`src/rtl/ram_burst_reader_if.sv`:
```
// ram_burst_reader_if
// Groups the burst-reader signals: the burst command/status handshake,
// the synchronous-read RAM port and the valid/ready output stream.
// Ports (signals):
//   start, base_addr, len   burst request and its parameters
//   busy, done_tick         burst status
//   ram_addr, ram_we        RAM address / write enable (reader never writes)
//   ram_dout                RAM read data, valid the cycle after the address edge
//   m_data, m_valid         output stream word and its valid
//   m_ready                 output stream sink ready
// Modports:
//   slave  - the reader's view
//   master - the environment's view (requester, RAM and stream sink)
interface ram_burst_reader_if #(
    parameter int ADDR_WIDTH = 12,
    parameter int DATA_WIDTH = 8
);
    logic                  start;
    logic [ADDR_WIDTH-1:0] base_addr;
    logic [ADDR_WIDTH:0]   len;
    logic                  busy;
    logic                  done_tick;
    logic [ADDR_WIDTH-1:0] ram_addr;
    logic                  ram_we;
    logic [DATA_WIDTH-1:0] ram_dout;
    logic [DATA_WIDTH-1:0] m_data;
    logic                  m_valid;
    logic                  m_ready;

    modport slave (
        input  start, base_addr, len, ram_dout, m_ready,
        output busy, done_tick, ram_addr, ram_we, m_data, m_valid
    );

    modport master (
        output start, base_addr, len, ram_dout, m_ready,
        input  busy, done_tick, ram_addr, ram_we, m_data, m_valid
    );
endinterface

```
`src/rtl/ram_burst_reader.sv`:
```
// ram_burst_reader
// Reads a burst of len words starting at base_addr from a single-port,
// synchronous-read RAM and streams them out over a valid/ready port.
// A two-entry FIFO absorbs the one-cycle RAM latency so that the stream
// runs at one word per cycle while the sink is ready.
// Ports:
//   clk    single clock, rising edge
//   reset  asynchronous active-high reset
//   bus    ram_burst_reader_if.slave (command, RAM port, output stream)
//
// state | meaning
// ------+------------------------------------------------------------
// IDLE  | waiting for start; len=0 requests answer with done_tick only
// RUN   | reads still to be issued
// DRAIN | all reads issued; waiting for the last word to be taken
module ram_burst_reader #(
    parameter int ADDR_WIDTH = 12,
    parameter int DATA_WIDTH = 8
) (
    input  logic                clk,
    input  logic                reset,
    ram_burst_reader_if.slave   bus
);

    typedef enum logic [1:0] {
        IDLE  = 2'd0,
        RUN   = 2'd1,
        DRAIN = 2'd2
    } state_t;

    state_t state;
    state_t state_next;

    logic [ADDR_WIDTH-1:0] addr_cnt;
    logic [ADDR_WIDTH:0]   remain;
    logic                  in_flight;

    logic [DATA_WIDTH-1:0] fifo_mem [2];
    logic                  rd_ptr;
    logic                  wr_ptr;
    logic [1:0]            count;

    logic                  done_r;
    logic                  done_next;

    logic                  pop;
    logic                  push;
    logic                  load;
    logic                  issue;
    logic                  last_pop;
    logic [2:0]            pending;

    assign pop  = (count != 2'd0) && bus.m_ready;
    assign push = in_flight;

    // Words that will occupy the FIFO once the in-flight read lands and
    // the current pop (if any) leaves. Issuing only while this is below
    // two is what keeps the FIFO from overflowing.
    assign pending = {1'b0, count} + {2'b00, in_flight} - {2'b00, pop};
    assign issue   = (state == RUN) && (pending < 3'd2);

    assign load     = (state == IDLE) && bus.start && (bus.len != '0);
    assign last_pop = (state == DRAIN) && pop && (count == 2'd1) && !in_flight;

    always_comb begin
        state_next = state;
        done_next  = 1'b0;
        case (state)
            IDLE: begin
                if (bus.start) begin
                    if (bus.len == '0) begin
                        done_next = 1'b1;
                    end else begin
                        state_next = RUN;
                    end
                end
            end
            RUN: begin
                if (issue && (remain == (ADDR_WIDTH+1)'(1))) begin
                    state_next = DRAIN;
                end
            end
            DRAIN: begin
                if (last_pop) begin
                    state_next = IDLE;
                    done_next  = 1'b1;
                end
            end
            default: begin
                state_next = IDLE;
            end
        endcase
    end

    always_ff @(posedge clk or posedge reset) begin
        if (reset) begin
            state  <= IDLE;
            done_r <= 1'b0;
        end else begin
            state  <= state_next;
            done_r <= done_next;
        end
    end

    // Address counter wraps naturally at 2**ADDR_WIDTH; remain is a
    // down-counter whose terminal count (1 on an issue) ends RUN.
    always_ff @(posedge clk or posedge reset) begin
        if (reset) begin
            addr_cnt  <= '0;
            remain    <= '0;
            in_flight <= 1'b0;
        end else begin
            in_flight <= issue;
            if (load) begin
                addr_cnt <= bus.base_addr;
                remain   <= bus.len;
            end else if (issue) begin
                addr_cnt <= addr_cnt + 1'b1;
                remain   <= remain - 1'b1;
            end
        end
    end

    // Read data arrives the cycle after issue, so in_flight doubles as the
    // FIFO write strobe.
    always_ff @(posedge clk or posedge reset) begin
        if (reset) begin
            fifo_mem[0] <= '0;
            fifo_mem[1] <= '0;
            rd_ptr      <= 1'b0;
            wr_ptr      <= 1'b0;
            count       <= 2'd0;
        end else begin
            if (push) begin
                fifo_mem[wr_ptr] <= bus.ram_dout;
                wr_ptr           <= ~wr_ptr;
            end
            if (pop) begin
                rd_ptr <= ~rd_ptr;
            end
            count <= count + {1'b0, push} - {1'b0, pop};
        end
    end

    assign bus.busy      = (state != IDLE);
    assign bus.done_tick = done_r;
    assign bus.ram_addr  = addr_cnt;
    assign bus.ram_we    = 1'b0;
    assign bus.m_valid   = (count != 2'd0);
    assign bus.m_data    = fifo_mem[rd_ptr];

    fifo_no_overflow: assert property (
        @(posedge clk) disable iff (reset) !(push && !pop && (count == 2'd2))
    );

endmodule
```
`src/flat_wrapper.sv`:
```
// flat-port wrapper written by rule: the top's interface ports become plain ports
module ram_burst_reader_flat 
#(
    parameter int ADDR_WIDTH = 12,
    parameter int DATA_WIDTH = 8
)
  (clk, reset, bus_start, bus_base_addr, bus_len, bus_ram_dout, bus_m_ready, bus_busy, bus_done_tick, bus_ram_addr, bus_ram_we, bus_m_data, bus_m_valid);
  ram_burst_reader_if #(.ADDR_WIDTH(ADDR_WIDTH), .DATA_WIDTH(DATA_WIDTH)) bus_i ();
  input  logic clk;
  input  logic reset;
  input wire logic [$bits(bus_i.start)-1:0] bus_start;
  input wire logic [$bits(bus_i.base_addr)-1:0] bus_base_addr;
  input wire logic [$bits(bus_i.len)-1:0] bus_len;
  input wire logic [$bits(bus_i.ram_dout)-1:0] bus_ram_dout;
  input wire logic [$bits(bus_i.m_ready)-1:0] bus_m_ready;
  output wire logic [$bits(bus_i.busy)-1:0] bus_busy;
  output wire logic [$bits(bus_i.done_tick)-1:0] bus_done_tick;
  output wire logic [$bits(bus_i.ram_addr)-1:0] bus_ram_addr;
  output wire logic [$bits(bus_i.ram_we)-1:0] bus_ram_we;
  output wire logic [$bits(bus_i.m_data)-1:0] bus_m_data;
  output wire logic [$bits(bus_i.m_valid)-1:0] bus_m_valid;
  assign bus_i.start = bus_start;
  assign bus_i.base_addr = bus_base_addr;
  assign bus_i.len = bus_len;
  assign bus_i.ram_dout = bus_ram_dout;
  assign bus_i.m_ready = bus_m_ready;
  assign bus_busy = bus_i.busy;
  assign bus_done_tick = bus_i.done_tick;
  assign bus_ram_addr = bus_i.ram_addr;
  assign bus_ram_we = bus_i.ram_we;
  assign bus_m_data = bus_i.m_data;
  assign bus_m_valid = bus_i.m_valid;
  ram_burst_reader #(.ADDR_WIDTH(ADDR_WIDTH), .DATA_WIDTH(DATA_WIDTH)) u_core (.clk(clk), .reset(reset), .bus(bus_i));
endmodule
```
`config.mk`:
```
export PLATFORM = sky130hd
export DESIGN_NAME = ram_burst_reader_flat
export DESIGN_NICKNAME = d
export VERILOG_FILES = /design/src/rtl/ram_burst_reader_if.sv /design/src/rtl/ram_burst_reader.sv /design/src/flat_wrapper.sv
export SDC_FILE = /design/constraint.sdc
export NUM_CORES = 1
export LEC_CHECK = 0
export ABC_CLOCK_PERIOD_IN_PS = 7300
export BUFFER_PORTS_ARGS = -buffer_cell sky130_fd_sc_hd__buf_2
export CAP_MARGIN = 30
export CORE_ASPECT_RATIO = 0.75
export CORE_MARGIN = 2
export CORE_UTILIZATION = 44
export DETAILED_ROUTE_END_ITERATION = 6
export GPL_ROUTABILITY_DRIVEN = 0
export GPL_TIMING_DRIVEN = 0
export PLACE_DENSITY = 0.7
export SYNTH_ARGS = -nofsm -noshare
export SYNTH_HDL_FRONTEND = slang
export SYNTH_SLANG_ARGS = --single-unit
```
`constraint.sdc`:
```
create_clock -name clk -period 7.3 [get_ports clk]
set_clock_uncertainty 0.05 [all_clocks]
set_input_delay 0 -clock clk [delete_from_list [all_inputs] [get_ports clk]]
set_output_delay 0 -clock clk [all_outputs]
set_load 0.005 [all_outputs]
```
Word-level counts from Yosys, hierarchy flattened
Index checks and enable logic that the tools add are counted.

Bits of input ports: 37. Register bits: 49.

Reduce and logical (&&, ||, !) cells: 17. Equality and inequality tests: 8. Mux-type cells: 19. Magnitude comparators: 4. $add $sub $neg: 6. Bitwise operators: 4.

Operators with widths (count): 2-to-1 mux 8 bit (4); 2-to-1 mux 13 bit (2); 2-to-1 mux 12 bit (2); bitwise mux 16 bit (1); == test 13 x 1 -> 1 bit, second input constant (1); logical NOT 13 bit (1); nonzero test 13 bit (1); subtractor 13 x 1 -> 13 bit, second input constant (1); adder 12 x 1 -> 12 bit, second input constant (1); logical AND 1 bit (9); demux 8 bit (select 1 bit) (1); 2-to-1 mux 2 bit (4); != test 2 bit, second input constant (3); one-hot mux 2 bit (3 select lines) (1); nonzero test 2 bit (3); == test 2 x 1 -> 1 bit, second input constant (2); greater-or-equal comparator 2 bit, second input constant (2); inverter 1 -> 2 bit (2); AND reduction 4 bit (1); adder 2 x 1 -> 3 bit (1); less-than comparator 3 x 2 -> 1 bit, second input constant (1); 2-to-1 mux 1 bit (3); subtractor 3 x 1 -> 3 bit (1); adder 2 x 1 -> 2 bit (1); 8 further kinds (9).

Depth between registers and ports, before layout
Gate-level depths: netlist of run 1.

Depth after elaboration: 8. Mapped depth: 11.

Least setup slack after synthesis of run 1
OpenSTA, ideal clock, no wires.

Kind: register to register. Start: register u_core.count[1]. End: register u_core.addr_cnt[7] (netlist: u_core.bus.ram_addr[7]). Stages on the path, launching flop included: 12. Setup time: 0.125 ns. Clock period less this slack: 3.004 ns. Setup slack: 4.296 ns. Path buffers: 1. Data arrival time: 2.830 ns. Cell sequence: dfrtp_1 -> or2_2 -> nand2_1 -> or2_2 -> nand2_1 -> ha_1 -> fa_1 -> nor3b_4 -> clkbuf_1 -> nand4_1 -> xnor2_1 -> mux2_2.

Word-level cells in the longest chain between the ends: 6.

RTL lines: start: declaration (line ram_burst_reader.sv:41) `logic [1:0] count;`; start signal: assignment (line ram_burst_reader.sv:141) `count <= count + {1'b0, push} - {1'b0, pop};`; nonzero test 2 bit; net bus_m_valid (line flat_wrapper.sv:21) `output wire logic [$bits(bus_i.m_valid)-1:0] bus_m_valid;`; logical AND 1 bit (line ram_burst_reader.sv:53) `assign pop = (count != 2'd0) && bus.m_ready;`; subtractor 3 x 1 -> 3 bit (line ram_burst_reader.sv:59) `assign pending = {1'b0, count} + {2'b00, in_flight} - {2'b00, pop};`; net u_core.pending[1] (line ram_burst_reader.sv:51) `logic [2:0] pending;`; less-than comparator 3 x 2 -> 1 bit (line ram_burst_reader.sv:60) `assign issue = (state == RUN) && (pending < 3'd2);`; logical AND 1 bit (line ram_burst_reader.sv:60); nonzero test 2 bit (no line); end signal: assignment (line ram_burst_reader.sv:115) `addr_cnt <= bus.base_addr;`; end signal: assignment (line ram_burst_reader.sv:118) `addr_cnt <= addr_cnt + 1'b1;`; end: declaration (line ram_burst_reader.sv:34) `logic [ADDR_WIDTH-1:0] addr_cnt;`.

The timed path passes the listed nets, and every way through them passes these cells. A chain may end at the register's enable or synchronous reset.

Final worst setup path of run 1
Start: register u_core.count[1]. End: register u_core.addr_cnt[7] (netlist: u_core.bus.ram_addr[7]).

Word-level cells in the longest chain between the ends: 6.

RTL lines (line): parallel branches: the longest is 2 deep, another holds adder 2 x 1 -> 3 bit; subtractor 3 x 1 -> 3 bit * (ram_burst_reader.sv:59); net u_core.pending[1] (ram_burst_reader.sv:51); less-than comparator 3 x 2 -> 1 bit * (ram_burst_reader.sv:60); logical AND 1 bit * (ram_burst_reader.sv:60); nonzero test 2 bit (no line) *.

Mark *: on every way through the listed nets, which the timed path passes.

==> flow_summary.html, run 1 <==
<table>
<tr><th>Metric</th><th>Value</th></tr>
<tr><th colspan="2">Synthesis</th></tr>
<tr><td>Portion of synthesized cell area occupied by the leading cell type</td><td>47.2%</td></tr>
<tr><td>Fraction of synthesized cell area in xor and xnor cells</td><td>5.00%</td></tr>
<tr><td>Dominant combinational cell family by area after synthesis</td><td>simple AND/OR/NAND/NOR gates</td></tr>
<tr><td>Main synth FF type</td><td>sky130_fd_sc_hd__dfrtp_1</td></tr>
<tr><td>Number of synthesized register bits</td><td>49</td></tr>
<tr><td>Multiplexer area fraction after synthesis</td><td>15.1%</td></tr>
<tr><td>Most frequent cell after synthesis</td><td>sky130_fd_sc_hd__dfrtp_1</td></tr>
<tr><td>Area leader, netlist</td><td>sky130_fd_sc_hd__dfrtp_1</td></tr>
<tr><td>Count of flip-flops with a built-in enable after synthesis</td><td>0</td></tr>
<tr><td>Sequential-to-total area share from yosys stat</td><td>47.2%</td></tr>
<tr><td>Compound-Gate Fraction of Synth Area</td><td>9.19%</td></tr>
<tr><td>Yosys warning count</td><td>0</td></tr>
<tr><td>Number of nets produced by synthesis</td><td>269</td></tr>
<tr><td>Post-synthesis share of cell area spent on full adders, half adders and majority gates</td><td>2.69%</td></tr>
<tr><td>Top cells by instance count after synthesis</td><td>49 x sky130_fd_sc_hd__dfrtp_1, 33 x sky130_fd_sc_hd__mux2_2, 12 x sky130_fd_sc_hd__xnor2_1</td></tr>
<tr><td>Gate Count Post-Synth</td><td>227</td></tr>
<tr><td>Synth async-reset ratio</td><td>100%</td></tr>
<tr><td>Cell Area, Synth</td><td>0.00260 sq mm</td></tr>
<tr><td>Distinct cells, synth</td><td>48</td></tr>
<tr><td>Top area cells in the synthesized netlist</td><td>sky130_fd_sc_hd__dfrtp_1 47%, sky130_fd_sc_hd__mux2_2 14%, sky130_fd_sc_hd__xnor2_1 4.0%, sky130_fd_sc_hd__a221o_1 3.5%, sky130_fd_sc_hd__and3_1 1.9%</td></tr>
<tr><td>Avg Inst Size Synth</td><td>11.5 sq um</td></tr>
<tr><td>Area fraction in and, or, nand and nor cells after synthesis</td><td>18.4%</td></tr>
<tr><th colspan="2">Hold path</th></tr>
<tr><td>Worst min-delay path startpoint</td><td>bus_len[7]</td></tr>
<tr><td>Worst-case hold path end point</td><td>u_core.remain[7]</td></tr>
<tr><td>Class of the tightest hold or removal check</td><td>in -&gt; reg</td></tr>
<tr><td>Count of cells along the worst hold path</td><td>3</td></tr>
<tr><th colspan="2">Critical path</th></tr>
<tr><td>Max Fanout on Critical Path</td><td>10</td></tr>
<tr><td>Category of the worst setup path capture point</td><td>flop</td></tr>
<tr><td>Capturing point of the worst reg2reg path</td><td>u_core.bus.ram_addr[7]</td></tr>
<tr><td>Reg-to-reg slack, setup</td><td>4010 ps</td></tr>
<tr><td>Data required time of the critical path</td><td>7440 ps</td></tr>
<tr><td>Crit start category</td><td>flop</td></tr>
<tr><td>Kind of critical path</td><td>reg -&gt; reg</td></tr>
<tr><td>R2R cell count</td><td>11</td></tr>
<tr><td>Worst Path Arrival</td><td>3440 ps</td></tr>
<tr><td>Critical R2R Launch</td><td>u_core.count[1]</td></tr>
<tr><th colspan="2">Pwr</th></tr>
<tr><td>Sw Share</td><td>38.1%</td></tr>
<tr><td>Logic pwr share</td><td>46.8%</td></tr>
<tr><td>LEAKAGE</td><td>1.57 nW</td></tr>
<tr><td>Internal portion of total power</td><td>0.000813 W</td></tr>
<tr><td>Worst voltage drop across the vdd grid</td><td>189 uV</td></tr>
<tr><td>Clock share of power</td><td>15.3%</td></tr>
<tr><td>Power share of the sequential group</td><td>37.9%</td></tr>
<tr><td>Total power draw</td><td>0.00131 W</td></tr>
<tr><td>Switching component of the power</td><td>0.000501 W</td></tr>
<tr><td>Power per Cell Area</td><td>377 mW/mm^2</td></tr>
<tr><th colspan="2">Status</th></tr>
<tr><td>Result of the run</td><td>complete, no violations</td></tr>
<tr><th colspan="2">Clock tree</th></tr>
<tr><td>Total clock sinks</td><td>49</td></tr>
<tr><td>Number of CTS-inserted buffers</td><td>5</td></tr>
<tr><td>Clock transition at the registers of the reported paths</td><td>90 ps</td></tr>
<tr><td>CTS resizes</td><td>0</td></tr>
<tr><td>Master cell of the clock root buffer</td><td>sky130_fd_sc_hd__clkbuf_8</td></tr>
<tr><td>Insertion delay to the later sink of the worst-skew pair</td><td>300 ps</td></tr>
<tr><td>Worst-case clock buffer depth</td><td>2</td></tr>
<tr><td>TritonCTS clock tree</td><td>yes</td></tr>
<tr><td>CTS H-tree depth</td><td>2</td></tr>
<tr><th colspan="2">Final layout</th></tr>
<tr><td>Fin nets</td><td>371</td></tr>
<tr><td>Storage element area</td><td>0.00123 sq mm</td></tr>
<tr><td>Share of final-layout standard cells stronger than drive strength 1</td><td>35.5%</td></tr>
<tr><td>Fraction of the core area covered by cells at the end of the flow</td><td>60.4%</td></tr>
<tr><td>Footprint of the multi-input gates</td><td>0.00131 sq mm</td></tr>
<tr><td>Diode count</td><td>0</td></tr>
<tr><td>Area growth from synthesis to final layout</td><td>34.0%</td></tr>
<tr><td>Number of fill cells in the layout</td><td>492</td></tr>
<tr><th colspan="2">STA</th></tr>
<tr><td>Clock period minus worst slack</td><td>3290 ps</td></tr>
<tr><td>Final-layout setup total negative slack</td><td>0 ps</td></tr>
<tr><td>Hold slack final</td><td>25.7 ps</td></tr>
<tr><td>RSZ-0062 raised after global routing</td><td>no</td></tr>
<tr><td>Max Transition Viols Final</td><td>0</td></tr>
<tr><td>Timing-limited maximum frequency</td><td>0.304 GHz</td></tr>
<tr><td>Tightest slew margin relative to the limit</td><td>53.9%</td></tr>
<tr><td>Number of hold-slack violations in the final timing report</td><td>0</td></tr>
<tr><td>Final period utilization</td><td>45.1%</td></tr>
<tr><td>Worst Tran Pin Value</td><td>689 ps</td></tr>
<tr><td>Setup violators final</td><td>0</td></tr>
<tr><th colspan="2">Floorplanning</th></tr>
<tr><td>Placement row count</td><td>24</td></tr>
<tr><td>Die footprint</td><td>0.00655 sq mm</td></tr>
<tr><td>X dimension of the die</td><td>92.8 um</td></tr>
<tr><td>Initial Util</td><td>45.1%</td></tr>
<tr><td>Die Height</td><td>70.6 um</td></tr>
<tr><td>Core Area</td><td>0.00577 sq mm</td></tr>
<tr><td>I/O Pins</td><td>61</td></tr>
<tr><th colspan="2">Global route</th></tr>
<tr><td>Global-route wire length before repair</td><td>9690 um</td></tr>
<tr><td>Largest net degree at the start of global routing</td><td>33</td></tr>
<tr><td>Antenna violations before repair</td><td>0</td></tr>
<tr><td>Number of global-route vias before repair</td><td>2069</td></tr>
<tr><td>Total congestion overflow after global routing</td><td>0</td></tr>
<tr><td>Total routing resource utilization after global routing</td><td>18.6%</td></tr>
<tr><th colspan="2">Detailed routing</th></tr>
<tr><td>DRC viols</td><td>0</td></tr>
<tr><td>First-pass DRT Iterations</td><td>4</td></tr>
<tr><td>Total wire length after detailed routing</td><td>5820 um</td></tr>
<tr><td>Via density per instance</td><td>5.25</td></tr>
<tr><td>DR iter-0 viols</td><td>84</td></tr>
<tr><td>Routed wirelength normalized by instance count</td><td>14.3 um</td></tr>
<tr><td>Vias</td><td>2142</td></tr>
<tr><td>Antenna Nets Post-Route</td><td>0</td></tr>
<tr><th colspan="2">Placed design</th></tr>
<tr><td>Half-perimeter wire length after detailed placement</td><td>4220 um</td></tr>
<tr><td>Number of buffers inserted by port buffering</td><td>59</td></tr>
<tr><th colspan="2">Flow run</th></tr>
<tr><td>Number of max-cap violations</td><td>0</td></tr>
</table>
cell usage in the layout, fill, tap and decap left out, types with 3 or more instances in the layout:
cell type / netlist / routed
sky130_fd_sc_hd__a221o_1: 9 / 9
sky130_fd_sc_hd__a31oi_1: 3 / 3
sky130_fd_sc_hd__and3_1: 8 / 8
sky130_fd_sc_hd__and4_1: 3 / 3
sky130_fd_sc_hd__buf_2: 3 / 62
sky130_fd_sc_hd__clkbuf_1: 3 / 3
sky130_fd_sc_hd__clkbuf_8: 0 / 6
sky130_fd_sc_hd__dfrtp_1: 49 / 49
sky130_fd_sc_hd__dlygate4sd3_1: 0 / 35
sky130_fd_sc_hd__ha_1: 4 / 4
sky130_fd_sc_hd__inv_1: 5 / 4
sky130_fd_sc_hd__mux2_2: 33 / 33
sky130_fd_sc_hd__nand2_1: 11 / 11
sky130_fd_sc_hd__nand2b_1: 3 / 3
sky130_fd_sc_hd__nand3_1: 7 / 7
sky130_fd_sc_hd__nand3b_1: 4 / 4
sky130_fd_sc_hd__nand4_1: 8 / 8
sky130_fd_sc_hd__nor2_1: 8 / 8
sky130_fd_sc_hd__nor3_1: 4 / 4
sky130_fd_sc_hd__nor4_1: 6 / 6
sky130_fd_sc_hd__o21ai_0: 6 / 6
sky130_fd_sc_hd__or2_2: 3 / 3
sky130_fd_sc_hd__xnor2_1: 12 / 12
state kept, by name, indices dropped and copies added, names as in the netlist:
register              cells
u_core.fifo_mem          16
u_core.remain            13
u_core.bus.ram_addr      12
u_core.count              2
u_core.state              2
u_core.bus.done_tick      1
u_core.in_flight          1
u_core.rd_ptr             1
u_core.wr_ptr             1
worst max path at each step:
stage,slack [ps],startpoint,end,cells past startpoint
floorplan,4300,u_core.count[1],u_core.bus.ram_addr[7],11
global placement,4060,u_core.count[1],u_core.bus.ram_addr[7],11
detailed placement,4040,u_core.count[1],u_core.bus.ram_addr[7],11
CTS,4010,u_core.count[1],u_core.bus.ram_addr[7],11
global route,3770,u_core.count[1],u_core.bus.ram_addr[7],11
finish,4010,u_core.count[1],u_core.bus.ram_addr[7],11
cell type report:
class                           instances  share of cell area (%)
Tap cell                               78                    2.80
Sequential cell                        49                    35.2
Clock inverter                          2                    1.08
Inverter                                6                   0.647
Timing Repair Buffer                   95                    19.1
Buffer                                  8                    1.11
Clock buffer                            6                    2.37
Multi-Input combinational cell        164                    37.7
critical path: stages, from the launching register on:
cell	delay [ps]
sky130_fd_sc_hd__dfrtp_1	440
sky130_fd_sc_hd__or2_2	320
sky130_fd_sc_hd__nand2_1	110
sky130_fd_sc_hd__or2_2	140
sky130_fd_sc_hd__nand2_1	50
sky130_fd_sc_hd__ha_1	180
sky130_fd_sc_hd__fa_1	520
sky130_fd_sc_hd__nor3b_4	410
sky130_fd_sc_hd__clkbuf_1	360
sky130_fd_sc_hd__nand4_1	180
sky130_fd_sc_hd__xnor2_1	150
sky130_fd_sc_hd__mux2_2	260
metal layers:
metal | global-route usage (%) | vias up | share of wire (%)
li1 | - | 1054 | -
met1 | 27.6 | 1032 | 50
met2 | 27.9 | 52 | 45
met3 | 5.43 | 4 | 4.9
met4 | 2.94 | 0 | 0.46
met5 | 0 | - | 0
through the flow:
step | area, sq um | cells | setup slack (ps)
3_3_place_gp | 2990 | 364 | 4060
2_1_floorplan | 2600 | 227 | 4300
3_5_place_dp | 3010 | 365 | 4040
4_1_cts | 3480 | 408 | 4010
6_report | 3480 | 408 | 4010
5_1_grt | 3480 | 408 | 3770
power by group through the flow:
| stage | Combinational (W) | Clock, W | Sequential [W] |
|---|---|---|---|
| after floorplan | 0.000447 | 0 | 0.000477 |
| after detailed placement | 0.000604 | 0 | 0.000499 |
| after global placement | 0.000591 | 0 | 0.000494 |
| final | 0.000615 | 0.000201 | 0.000497 |
| after global routing | 0.000688 | 0.000221 | 0.000514 |
| after CTS | 0.000620 | 0.000206 | 0.000496 |
timing repair:
item / in CTS / in global routing
hold buffers: 35 / 0
setup endpoints to repair: 0 / 0
setup buffers: 0 / 0
hold endpoints to repair: 91 / 0
logic make-up (layout without fill, tap and decap cells):
group,after synthesis,count (layout)
AOI/OAI and AO/OA,31,31
xor gates and xnor gates,14,14
adders and majority gates,5,5
buffers and inverters,14,117
DFF,49,49
muxes,35,35
other,1,1
and+or+nand+nor,78,78
Note: power is estimated with default switching activity, not from simulation.
==> run 2, diff against run 1 <==
--- a/config.mk
+++ b/config.mk
@@ -5,7 +5,8 @@
 export SDC_FILE = /design/constraint.sdc
 export NUM_CORES = 1
 export LEC_CHECK = 0
-export ABC_CLOCK_PERIOD_IN_PS = 7300
+export ABC_AREA = 1
+export ABC_CLOCK_PERIOD_IN_PS = 3200
 export BUFFER_PORTS_ARGS = -buffer_cell sky130_fd_sc_hd__buf_2
 export CAP_MARGIN = 30
 export CORE_ASPECT_RATIO = 0.75
@@ -14,7 +15,7 @@
 export DETAILED_ROUTE_END_ITERATION = 6
 export GPL_ROUTABILITY_DRIVEN = 0
 export GPL_TIMING_DRIVEN = 0
-export PLACE_DENSITY = 0.7
+export PLACE_DENSITY = 0.69
 export SYNTH_ARGS = -nofsm -noshare
 export SYNTH_HDL_FRONTEND = slang
 export SYNTH_SLANG_ARGS = --single-unit
==> constraint.sdc (replaced) <==
create_clock -name clk -period 3.2 [get_ports clk]
set_clock_uncertainty 0.05 [all_clocks]
set_input_delay 0 -clock clk [delete_from_list [all_inputs] [get_ports clk]]
set_output_delay 0 -clock clk [all_outputs]
set_load 0.005 [all_outputs]
==> flow_summary.html, run 2 <==
<table>
<tr><th>Metric</th><th>Value</th></tr>
<tr><th colspan="2">Critical path</th></tr>
<tr><td>Critical R2R Launch</td><td>u_core.count[1] (unchanged)</td></tr>
<tr><td>CP endpoint</td><td>u_core.remain[3] (was u_core.bus.ram_addr[7])</td></tr>
<tr><td>Launch point of the worst path</td><td>u_core.count[1] (unchanged)</td></tr>
<tr><td>Worst Path Arrival</td><td>2960 ps (was 3440 ps)</td></tr>
<tr><td>Kind of critical path</td><td>reg -&gt; reg (unchanged)</td></tr>
<tr><td>Max Fanout on Critical Path</td><td>10 (unchanged)</td></tr>
<tr><td>Category of the worst setup path capture point</td><td>flop (unchanged)</td></tr>
<tr><td>Crit start category</td><td>flop (unchanged)</td></tr>
<tr><td>Reg-to-reg slack, setup</td><td>440 ps (was 4010 ps)</td></tr>
<tr><td>R2R cell count</td><td>13 (was 11)</td></tr>
<tr><td>Capturing point of the worst reg2reg path</td><td>u_core.remain[3] (was u_core.bus.ram_addr[7])</td></tr>
<tr><td>Data required time of the critical path</td><td>3400 ps (was 7440 ps)</td></tr>
<tr><th colspan="2">Detailed routing</th></tr>
<tr><td>Antenna Nets Post-Route</td><td>0 (unchanged)</td></tr>
<tr><td>First-pass DRT Iterations</td><td>4 (unchanged)</td></tr>
<tr><td>Via density per instance</td><td>4.89 (was 5.25)</td></tr>
<tr><td>DRC viols</td><td>0 (unchanged)</td></tr>
<tr><td>DR iter-0 viols</td><td>151 (was 84)</td></tr>
<tr><td>Vias</td><td>2817 (was 2142)</td></tr>
<tr><td>Total wire length after detailed routing</td><td>7650 um (was 5820 um)</td></tr>
<tr><td>Routed wirelength normalized by instance count</td><td>13.3 um (was 14.3 um)</td></tr>
<tr><th colspan="2">STA</th></tr>
<tr><td>Clock period minus worst slack</td><td>2760 ps (was 3290 ps)</td></tr>
<tr><td>Hold slack final</td><td>144 ps (was 25.7 ps)</td></tr>
<tr><td>PnR worst setup slack</td><td>440 ps (was 4010 ps)</td></tr>
<tr><td>Number of hold-slack violations in the final timing report</td><td>0 (unchanged)</td></tr>
<tr><td>Setup violators final</td><td>0 (unchanged)</td></tr>
<tr><td>Final period utilization</td><td>86.2% (was 45.1%)</td></tr>
<tr><td>Max Transition Viols Final</td><td>0 (unchanged)</td></tr>
<tr><td>Timing-limited maximum frequency</td><td>0.362 GHz (was 0.304 GHz)</td></tr>
<tr><td>RSZ-0062 raised after global routing</td><td>no (unchanged)</td></tr>
<tr><td>Final-layout setup total negative slack</td><td>0 ps (unchanged)</td></tr>
<tr><th colspan="2">Floorplanning</th></tr>
<tr><td>Die Height</td><td>74.4 um (was 70.6 um)</td></tr>
<tr><td>Initial Util</td><td>45.8% (was 45.1%)</td></tr>
<tr><td>Core Area</td><td>0.00635 sq mm (was 0.00577 sq mm)</td></tr>
<tr><td>X dimension of the die</td><td>97.8 um (was 92.8 um)</td></tr>
<tr><td>Placement row count</td><td>25 (was 24)</td></tr>
<tr><td>Die footprint</td><td>0.00728 sq mm (was 0.00655 sq mm)</td></tr>
<tr><td>I/O Pins</td><td>61 (unchanged)</td></tr>
<tr><th colspan="2">Synthesis</th></tr>
<tr><td>Number of synthesized register bits</td><td>49 (unchanged)</td></tr>
<tr><td>Top cells by instance count after synthesis</td><td>134 x sky130_fd_sc_hd__nand2_1, 55 x sky130_fd_sc_hd__nand3_1, 49 x sky130_fd_sc_hd__dfrtp_1 (was 49 x sky130_fd_sc_hd__dfrtp_1, 33 x sky130_fd_sc_hd__mux2_2, 12 x sky130_fd_sc_hd__xnor2_1)</td></tr>
<tr><td>Area leader, netlist</td><td>sky130_fd_sc_hd__dfrtp_1 (unchanged)</td></tr>
<tr><td>Sequential-to-total area share from yosys stat</td><td>42.2% (was 47.2%)</td></tr>
<tr><td>Count of flip-flops with a built-in enable after synthesis</td><td>0 (unchanged)</td></tr>
<tr><td>Number of nets produced by synthesis</td><td>433 (was 269)</td></tr>
<tr><td>Synth async-reset ratio</td><td>100% (unchanged)</td></tr>
<tr><td>Top area cells in the synthesized netlist</td><td>sky130_fd_sc_hd__dfrtp_1 42%, sky130_fd_sc_hd__nand2_1 17%, sky130_fd_sc_hd__nand3_1 9.5%, sky130_fd_sc_hd__inv_1 4.3%, sky130_fd_sc_hd__nor2_1 4.0% (was sky130_fd_sc_hd__dfrtp_1 47%, sky130_fd_sc_hd__mux2_2 14%, sky130_fd_sc_hd__xnor2_1 4.0%, sky130_fd_sc_hd__a221o_1 3.5%, sky130_fd_sc_hd__and3_1 1.9%)</td></tr>
<tr><td>Most frequent cell after synthesis</td><td>sky130_fd_sc_hd__nand2_1 (was sky130_fd_sc_hd__dfrtp_1)</td></tr>
<tr><td>Cell Area, Synth</td><td>0.00291 sq mm (was 0.00260 sq mm)</td></tr>
<tr><td>Main synth FF type</td><td>sky130_fd_sc_hd__dfrtp_1 (unchanged)</td></tr>
<tr><td>Avg Inst Size Synth</td><td>7.43 sq um (was 11.5 sq um)</td></tr>
<tr><td>Distinct cells, synth</td><td>36 (was 48)</td></tr>
<tr><td>Yosys warning count</td><td>0 (unchanged)</td></tr>
<tr><td>Portion of synthesized cell area occupied by the leading cell type</td><td>42.2% (was 47.2%)</td></tr>
<tr><td>Gate Count Post-Synth</td><td>391 (was 227)</td></tr>
<tr><th colspan="2">Global route</th></tr>
<tr><td>Global-route wire length before repair</td><td>12500 um (was 9690 um)</td></tr>
<tr><td>Number of global-route vias before repair</td><td>2678 (was 2069)</td></tr>
<tr><td>Antenna violations before repair</td><td>0 (unchanged)</td></tr>
<tr><td>Total routing resource utilization after global routing</td><td>21.6% (was 18.6%)</td></tr>
<tr><td>Largest net degree at the start of global routing</td><td>36 (was 33)</td></tr>
<tr><td>Total congestion overflow after global routing</td><td>0 (unchanged)</td></tr>
<tr><th colspan="2">Final layout</th></tr>
<tr><td>Most frequent cells in the layout</td><td>134 x sky130_fd_sc_hd__nand2_1, 64 x sky130_fd_sc_hd__buf_2, 55 x sky130_fd_sc_hd__nand3_1 (was 62 x sky130_fd_sc_hd__buf_2, 49 x sky130_fd_sc_hd__dfrtp_1, 35 x sky130_fd_sc_hd__dlygate4sd3_1)</td></tr>
<tr><td>Register ranked first by flip-flop count</td><td>u_core.fifo_mem (unchanged)</td></tr>
<tr><td>Area growth from synthesis to final layout</td><td>30.7% (was 34.0%)</td></tr>
<tr><td>Number of fill cells in the layout</td><td>603 (was 492)</td></tr>
<tr><td>Most common cell after layout, fill and taps aside</td><td>sky130_fd_sc_hd__nand2_1 (was sky130_fd_sc_hd__buf_2)</td></tr>
<tr><td>Fin nets</td><td>536 (was 371)</td></tr>
<tr><td>Diode count</td><td>0 (unchanged)</td></tr>
<tr><td>Fraction of the core area covered by cells at the end of the flow</td><td>59.8% (was 60.4%)</td></tr>
<tr><td>Share of final-layout standard cells stronger than drive strength 1</td><td>21.6% (was 35.5%)</td></tr>
<tr><td>Max reg flops</td><td>16 (unchanged)</td></tr>
<tr><th colspan="2">Placed design</th></tr>
<tr><td>Placement-stage worst setup slack</td><td>454 ps (was 4040 ps)</td></tr>
<tr><td>Half-perimeter wire length after detailed placement</td><td>5260 um (was 4220 um)</td></tr>
<tr><td>Number of buffers inserted by port buffering</td><td>59 (unchanged)</td></tr>
<tr><th colspan="2">Clock tree</th></tr>
<tr><td>Post-CTS Hold Fix Bufs</td><td>36 (was 35)</td></tr>
<tr><td>Clock transition at the registers of the reported paths</td><td>100 ps (was 90 ps)</td></tr>
<tr><td>TritonCTS clock tree</td><td>yes (unchanged)</td></tr>
<tr><td>Insertion delay to the later sink of the worst-skew pair</td><td>310 ps (was 300 ps)</td></tr>
<tr><td>Number of CTS-inserted buffers</td><td>5 (unchanged)</td></tr>
<tr><td>Master cell of the clock root buffer</td><td>sky130_fd_sc_hd__clkbuf_8 (unchanged)</td></tr>
<tr><td>CTS H-tree depth</td><td>2 (unchanged)</td></tr>
<tr><td>Total clock sinks</td><td>49 (unchanged)</td></tr>
<tr><td>CTS resizes</td><td>0 (unchanged)</td></tr>
<tr><td>Post-CTS setup buffer count</td><td>0 (unchanged)</td></tr>
<tr><td>Worst-case clock buffer depth</td><td>2 (unchanged)</td></tr>
<tr><th colspan="2">Pwr</th></tr>
<tr><td>Worst voltage drop across the vdd grid</td><td>399 uV (was 189 uV)</td></tr>
<tr><td>LEAKAGE</td><td>2.00 nW (was 1.57 nW)</td></tr>
<tr><td>Power per Cell Area</td><td>882 mW/mm^2 (was 377 mW/mm^2)</td></tr>
<tr><th colspan="2">Flow run</th></tr>
<tr><td>Number of max-cap violations</td><td>0 (unchanged)</td></tr>
<tr><th colspan="2">Status</th></tr>
<tr><td>Result of the run</td><td>complete, no violations (unchanged)</td></tr>
<tr><th colspan="2">Hold path</th></tr>
<tr><td>Class of the tightest hold or removal check</td><td>in -&gt; async (was in -&gt; reg)</td></tr>
</table>
-- run 2: cell count changes in the layout (fill, tap and decap cells not counted), sizes merged, moves of 8 or more --
cell,before,now
nand2,11,145
nand3,8,64
mux2,33,0
inv,6,35
nor2,8,32
o21ai,6,21
a221o,9,0
xnor2,12,3
buf,64,72
-- run 2: worst min path at each step --
stage / from / to / cells after the start
after global routing: reset / u_core.count[1] / 3
final: reset / u_core.fifo_mem[15] / 3
after CTS: reset / u_core.fifo_mem[15] / 3
after detailed placement: reset / u_core.fifo_mem[9] / 2
after global placement: bus_base_addr[6] / u_core.bus.ram_addr[6] / 3
after floorplan: bus_len[4] / u_core.remain[4] / 2
-- run 2: cells by family (layout without fill, tap and decap cells) --
logic type | Yosys count | count (layout) | synth area share [%]
compound gates | 25 | 25 | 4.57
fa+ha+maj | 5 | 5 | 2.41
simple gates | 255 | 255 | 40.0
buf+inv | 49 | 153 | 8.57
flops | 49 | 49 | 42.2
xor+xnor | 7 | 7 | 2.11
other cells | 1 | 1 | 0.129
-- run 2: per-layer routing --
metal  global-route usage [%]  vias up  wire, um
li1                         -     1444         -
met1                     30.8     1295      3760
met2                     34.2       68      3380
met3                     4.42       10       419
met4                     5.56        0        91
met5                        0        -         0
-- run 2: critical path: stages (launching register included) --
cell	delay (ps)
sky130_fd_sc_hd__dfrtp_1	410
sky130_fd_sc_hd__or2_2	310
sky130_fd_sc_hd__nand2_1	120
sky130_fd_sc_hd__nor2_1	70
sky130_fd_sc_hd__inv_1	90
sky130_fd_sc_hd__nand2_1	60
sky130_fd_sc_hd__ha_1	190
sky130_fd_sc_hd__fa_1	450
sky130_fd_sc_hd__nor2_1	110
sky130_fd_sc_hd__nand2_1	180
sky130_fd_sc_hd__inv_2	230
sky130_fd_sc_hd__buf_4	220
sky130_fd_sc_hd__o21ai_0	110
sky130_fd_sc_hd__nand3_1	90
-- run 2: final cells by class --
type	instances	area, sq um	share of cell area, %
multi-input combinational	293	1430	37.7
sequential	49	1230	32.3
timing repair buffer	96	676	17.8
inverter	36	140	3.69
buffer	13	109	2.87
tap	81	101	2.67
clock buffer	5	68.8	1.81
clock inverter	3	46.3	1.22
-- run 2: power breakdown --
part	internal (W)	switching [W]	total (W)
clock network	0.000234	0.000225	0.000459
registers	0.000908	0.000256	0.00116
logic	0.000700	0.00103	0.00173
-- run 2: per-stage QoR --
step | cell area [sq um] | cells | total power (W)
global placement | 3300 | 531 | 0.00280
finish | 3800 | 576 | 0.00335
floorplan | 2910 | 391 | 0.00232
global route | 3800 | 576 | 0.00366
detailed placement | 3320 | 532 | 0.00286
CTS | 3800 | 576 | 0.00336
==> run 3, diff against run 2 <==
--- a/config.mk
+++ b/config.mk
@@ -7,7 +7,7 @@
 export LEC_CHECK = 0
 export ABC_AREA = 1
 export ABC_CLOCK_PERIOD_IN_PS = 3200
-export BUFFER_PORTS_ARGS = -buffer_cell sky130_fd_sc_hd__buf_2
+export BUFFER_PORTS_ARGS = -buffer_cell sky130_fd_sc_hd__buf_4
 export CAP_MARGIN = 30
 export CORE_ASPECT_RATIO = 0.75
 export CORE_MARGIN = 2
==> flow_summary.html, run 3 (synthesis results as in run 2) <==
<table>
<tr><th>Metric</th><th>Value</th></tr>
<tr><th colspan="2">Status</th></tr>
<tr><td>Result of the run</td><td>complete, no violations (unchanged)</td></tr>
<tr><th colspan="2">Critical path</th></tr>
<tr><td>Launch point of the worst path</td><td>u_core.count[1] (unchanged)</td></tr>
<tr><td>Category of the worst setup path capture point</td><td>flop (unchanged)</td></tr>
<tr><td>Series of cell instances along the critical path</td><td>or2_2, nand2_1, nor2_1, inv_1, nand2_1, ha_1, fa_1, nor2_1, nand2_1, inv_2, buf_4, o21ai_0, nand3_1 (unchanged)</td></tr>
<tr><td>R2R cell count</td><td>13 (unchanged)</td></tr>
<tr><td>Critical path depth</td><td>13 (unchanged)</td></tr>
<tr><td>Max Fanout on Critical Path</td><td>10 (unchanged)</td></tr>
<tr><td>Worst Path Arrival</td><td>2920 ps (was 2960 ps)</td></tr>
<tr><td>Cell family with most CP delay</td><td>simple AND/OR/NAND/NOR gates (unchanged)</td></tr>
<tr><td>Data required time of the critical path</td><td>3390 ps (was 3400 ps)</td></tr>
<tr><td>Kind of critical path</td><td>reg -&gt; reg (unchanged)</td></tr>
<tr><td>Crit start category</td><td>flop (unchanged)</td></tr>
<tr><td>Capturing point of the worst reg2reg path</td><td>u_core.remain[3] (unchanged)</td></tr>
<tr><td>Reg-to-reg slack, setup</td><td>460 ps (was 440 ps)</td></tr>
<tr><td>Delay of the slowest cell on the worst path</td><td>450 ps (about the same)</td></tr>
<tr><td>Critical R2R Launch</td><td>u_core.count[1] (unchanged)</td></tr>
<tr><td>Critical-path top delay cell</td><td>sky130_fd_sc_hd__fa_1 (unchanged)</td></tr>
<tr><td>Buffers and inverters on the worst path</td><td>3 (unchanged)</td></tr>
<tr><td>Dominant cell type by count on the critical path</td><td>sky130_fd_sc_hd__nand2_1 (unchanged)</td></tr>
<tr><td>CP endpoint</td><td>u_core.remain[3] (unchanged)</td></tr>
<tr><th colspan="2">Floorplanning</th></tr>
<tr><td>Placement row count</td><td>25 (unchanged)</td></tr>
<tr><td>X dimension of the die</td><td>97.8 um (unchanged)</td></tr>
<tr><td>Die Height</td><td>74.4 um (unchanged)</td></tr>
<tr><td>Initial Util</td><td>45.8% (unchanged)</td></tr>
<tr><td>I/O Pins</td><td>61 (unchanged)</td></tr>
<tr><td>Die footprint</td><td>0.00728 sq mm (unchanged)</td></tr>
<tr><td>Core Area</td><td>0.00635 sq mm (unchanged)</td></tr>
<tr><th colspan="2">Clock tree</th></tr>
<tr><td>Worst-case clock buffer depth</td><td>2 (unchanged)</td></tr>
<tr><td>Number of CTS-inserted buffers</td><td>5 (unchanged)</td></tr>
<tr><td>CTS H-tree depth</td><td>2 (unchanged)</td></tr>
<tr><td>Clock transition at the registers of the reported paths</td><td>100 ps (about the same)</td></tr>
<tr><td>Total clock sinks</td><td>49 (unchanged)</td></tr>
<tr><td>Master cell of the clock root buffer</td><td>sky130_fd_sc_hd__clkbuf_8 (unchanged)</td></tr>
<tr><td>TritonCTS clock tree</td><td>yes (unchanged)</td></tr>
<tr><td>CTS resizes</td><td>0 (unchanged)</td></tr>
<tr><td>Insertion delay to the later sink of the worst-skew pair</td><td>310 ps (about the same)</td></tr>
<tr><td>Post-CTS Hold Fix Bufs</td><td>36 (unchanged)</td></tr>
<tr><td>Post-CTS setup buffer count</td><td>0 (unchanged)</td></tr>
<tr><th colspan="2">Final layout</th></tr>
<tr><td>Register ranked first by flip-flop count</td><td>u_core.fifo_mem (unchanged)</td></tr>
<tr><td>Most frequent cells in the layout</td><td>134 x sky130_fd_sc_hd__nand2_1, 62 x sky130_fd_sc_hd__buf_4, 55 x sky130_fd_sc_hd__nand3_1 (was 134 x sky130_fd_sc_hd__nand2_1, 64 x sky130_fd_sc_hd__buf_2, 55 x sky130_fd_sc_hd__nand3_1)</td></tr>
<tr><td>Fin nets</td><td>536 (unchanged)</td></tr>
<tr><td>Area growth from synthesis to final layout</td><td>36.0% (was 30.7%)</td></tr>
<tr><td>Number of fill cells in the layout</td><td>556 (was 603)</td></tr>
<tr><td>Max reg flops</td><td>16 (unchanged)</td></tr>
<tr><td>Most common cell after layout, fill and taps aside</td><td>sky130_fd_sc_hd__nand2_1 (unchanged)</td></tr>
<tr><td>Final design area excluding fillers</td><td>0.00395 sq mm (was 0.00380 sq mm)</td></tr>
<tr><td>Share of final-layout standard cells stronger than drive strength 1</td><td>21.6% (unchanged)</td></tr>
<tr><td>Diode count</td><td>0 (unchanged)</td></tr>
<tr><th colspan="2">Global route</th></tr>
<tr><td>Global-route wire length before repair</td><td>12400 um (was 12500 um)</td></tr>
<tr><td>Number of global-route vias before repair</td><td>2655 (was 2678)</td></tr>
<tr><td>Largest net degree at the start of global routing</td><td>42 (was 36)</td></tr>
<tr><td>Antenna violations before repair</td><td>0 (unchanged)</td></tr>
<tr><td>Total routing resource utilization after global routing</td><td>21.1% (was 21.6%)</td></tr>
<tr><td>Total congestion overflow after global routing</td><td>0 (unchanged)</td></tr>
<tr><th colspan="2">STA</th></tr>
<tr><td>Final period utilization</td><td>85.5% (was 86.2%)</td></tr>
<tr><td>Setup violators final</td><td>0 (unchanged)</td></tr>
<tr><td>Final-layout setup total negative slack</td><td>0 ps (unchanged)</td></tr>
<tr><td>Max Transition Viols Final</td><td>0 (unchanged)</td></tr>
<tr><td>Clock period minus worst slack</td><td>2740 ps (was 2760 ps)</td></tr>
<tr><td>RSZ-0062 raised after global routing</td><td>no (unchanged)</td></tr>
<tr><td>Number of hold-slack violations in the final timing report</td><td>0 (unchanged)</td></tr>
<tr><td>Timing-limited maximum frequency</td><td>0.366 GHz (was 0.362 GHz)</td></tr>
<tr><th colspan="2">Detailed routing</th></tr>
<tr><td>First-pass DRT Iterations</td><td>4 (unchanged)</td></tr>
<tr><td>Total wire length after detailed routing</td><td>7360 um (was 7650 um)</td></tr>
<tr><td>Routed wirelength normalized by instance count</td><td>12.8 um (was 13.3 um)</td></tr>
<tr><td>DRC viols</td><td>0 (unchanged)</td></tr>
<tr><td>Antenna Nets Post-Route</td><td>0 (unchanged)</td></tr>
<tr><td>DR iter-0 viols</td><td>99 (was 151)</td></tr>
<tr><td>Vias</td><td>2837 (was 2817)</td></tr>
<tr><td>Via density per instance</td><td>4.93 (was 4.89)</td></tr>
<tr><th colspan="2">Placed design</th></tr>
<tr><td>Placed cell areas</td><td>0.00347 sq mm (was 0.00332 sq mm)</td></tr>
<tr><td>Number of buffers inserted by port buffering</td><td>59 (unchanged)</td></tr>
<tr><td>Half-perimeter wire length after detailed placement</td><td>5250 um (was 5260 um)</td></tr>
<tr><th colspan="2">Pwr</th></tr>
<tr><td>Power per Cell Area</td><td>875 mW/mm^2 (was 882 mW/mm^2)</td></tr>
<tr><td>LEAKAGE</td><td>2.05 nW (was 2.00 nW)</td></tr>
<tr><td>Worst voltage drop across the vdd grid</td><td>359 uV (was 399 uV)</td></tr>
<tr><th colspan="2">Flow run</th></tr>
<tr><td>Number of max-cap violations</td><td>0 (unchanged)</td></tr>
<tr><th colspan="2">Hold path</th></tr>
<tr><td>Class of the tightest hold or removal check</td><td>in -&gt; async (unchanged)</td></tr>
</table>
==> run 3: changes by cell type in the layout (fill, tap and decap cells not counted), sizes merged <==
cell and delta:
clkinv -1, clkbuf +1
==> run 3: stage by stage <==
| step | hold WS [ps] | total power, W | worst slack, ps | util, % | instances |
|---|---|---|---|---|---|
| 6_report | 116 | 0.00346 | 464 | 62.2 | 576 |
| 3_3_place_gp | 167 | 0.00290 | 506 | 54.3 | 531 |
| 2_1_floorplan | 66.8 | 0.00232 | 804 | - | 391 |
| 3_5_place_dp | -114 | 0.00295 | 455 | 54.6 | 532 |
| 5_1_grt | 131 | 0.00378 | 218 | 62.2 | 576 |
| 4_1_cts | 115 | 0.00347 | 435 | 62.2 | 576 |
==> run 3: worst min-delay path, cell delays in order <==
cell and delay, ps:
sky130_fd_sc_hd__dlygate4sd3_1 540, sky130_fd_sc_hd__buf_4 130, sky130_fd_sc_hd__inv_2 180
==> run 3: worst min-delay path by stage <==
stage / startpoint / end / depth (start not counted)
6_report: reset / u_core.bus.ram_addr[0] / 3
5_1_grt: reset / u_core.bus.ram_addr[0] / 3
4_1_cts: reset / u_core.bus.ram_addr[0] / 3
3_5_place_dp: reset / u_core.bus.ram_addr[0] / 2
3_3_place_gp: bus_base_addr[3] / u_core.bus.ram_addr[3] / 3
2_1_floorplan: bus_len[4] / u_core.remain[4] / 2
==> run 3: final cells by class <==
class,count,area [sq um],area share (%)
inverter,36,140,3.55
multi-input combinational,293,1430,36.2
tap,81,101,2.57
sequential,49,1230,31.0
clock buffer,6,82.6,2.09
timing repair buffer,96,823,20.8
clock inverter,2,37.5,0.950
buffer,13,109,2.76
==> run 3: routing by layer <==
layer | vias up | global-route usage [%] | routed length [um]
li1 | 1450 | - | -
met1 | 1306 | 29.5 | 3560
met2 | 74 | 35.3 | 3320
met3 | 7 | 3.57 | 420
met4 | 0 | 4.48 | 59
met5 | - | 0 | 0
==> run 3: where the power goes <==
| group | internal (W) | switching [W] | leakage, nW | total, W |
|---|---|---|---|---|
| Clock | 0.000255 | 0.000224 | 0.0574 | 0.000478 |
| Sequential | 0.000908 | 0.000264 | 0.609 | 0.00117 |
| Combinational | 0.000786 | 0.00102 | 1.38 | 0.00181 |
| Total | 0.00195 | 0.00151 | 2.05 | 0.00346 |
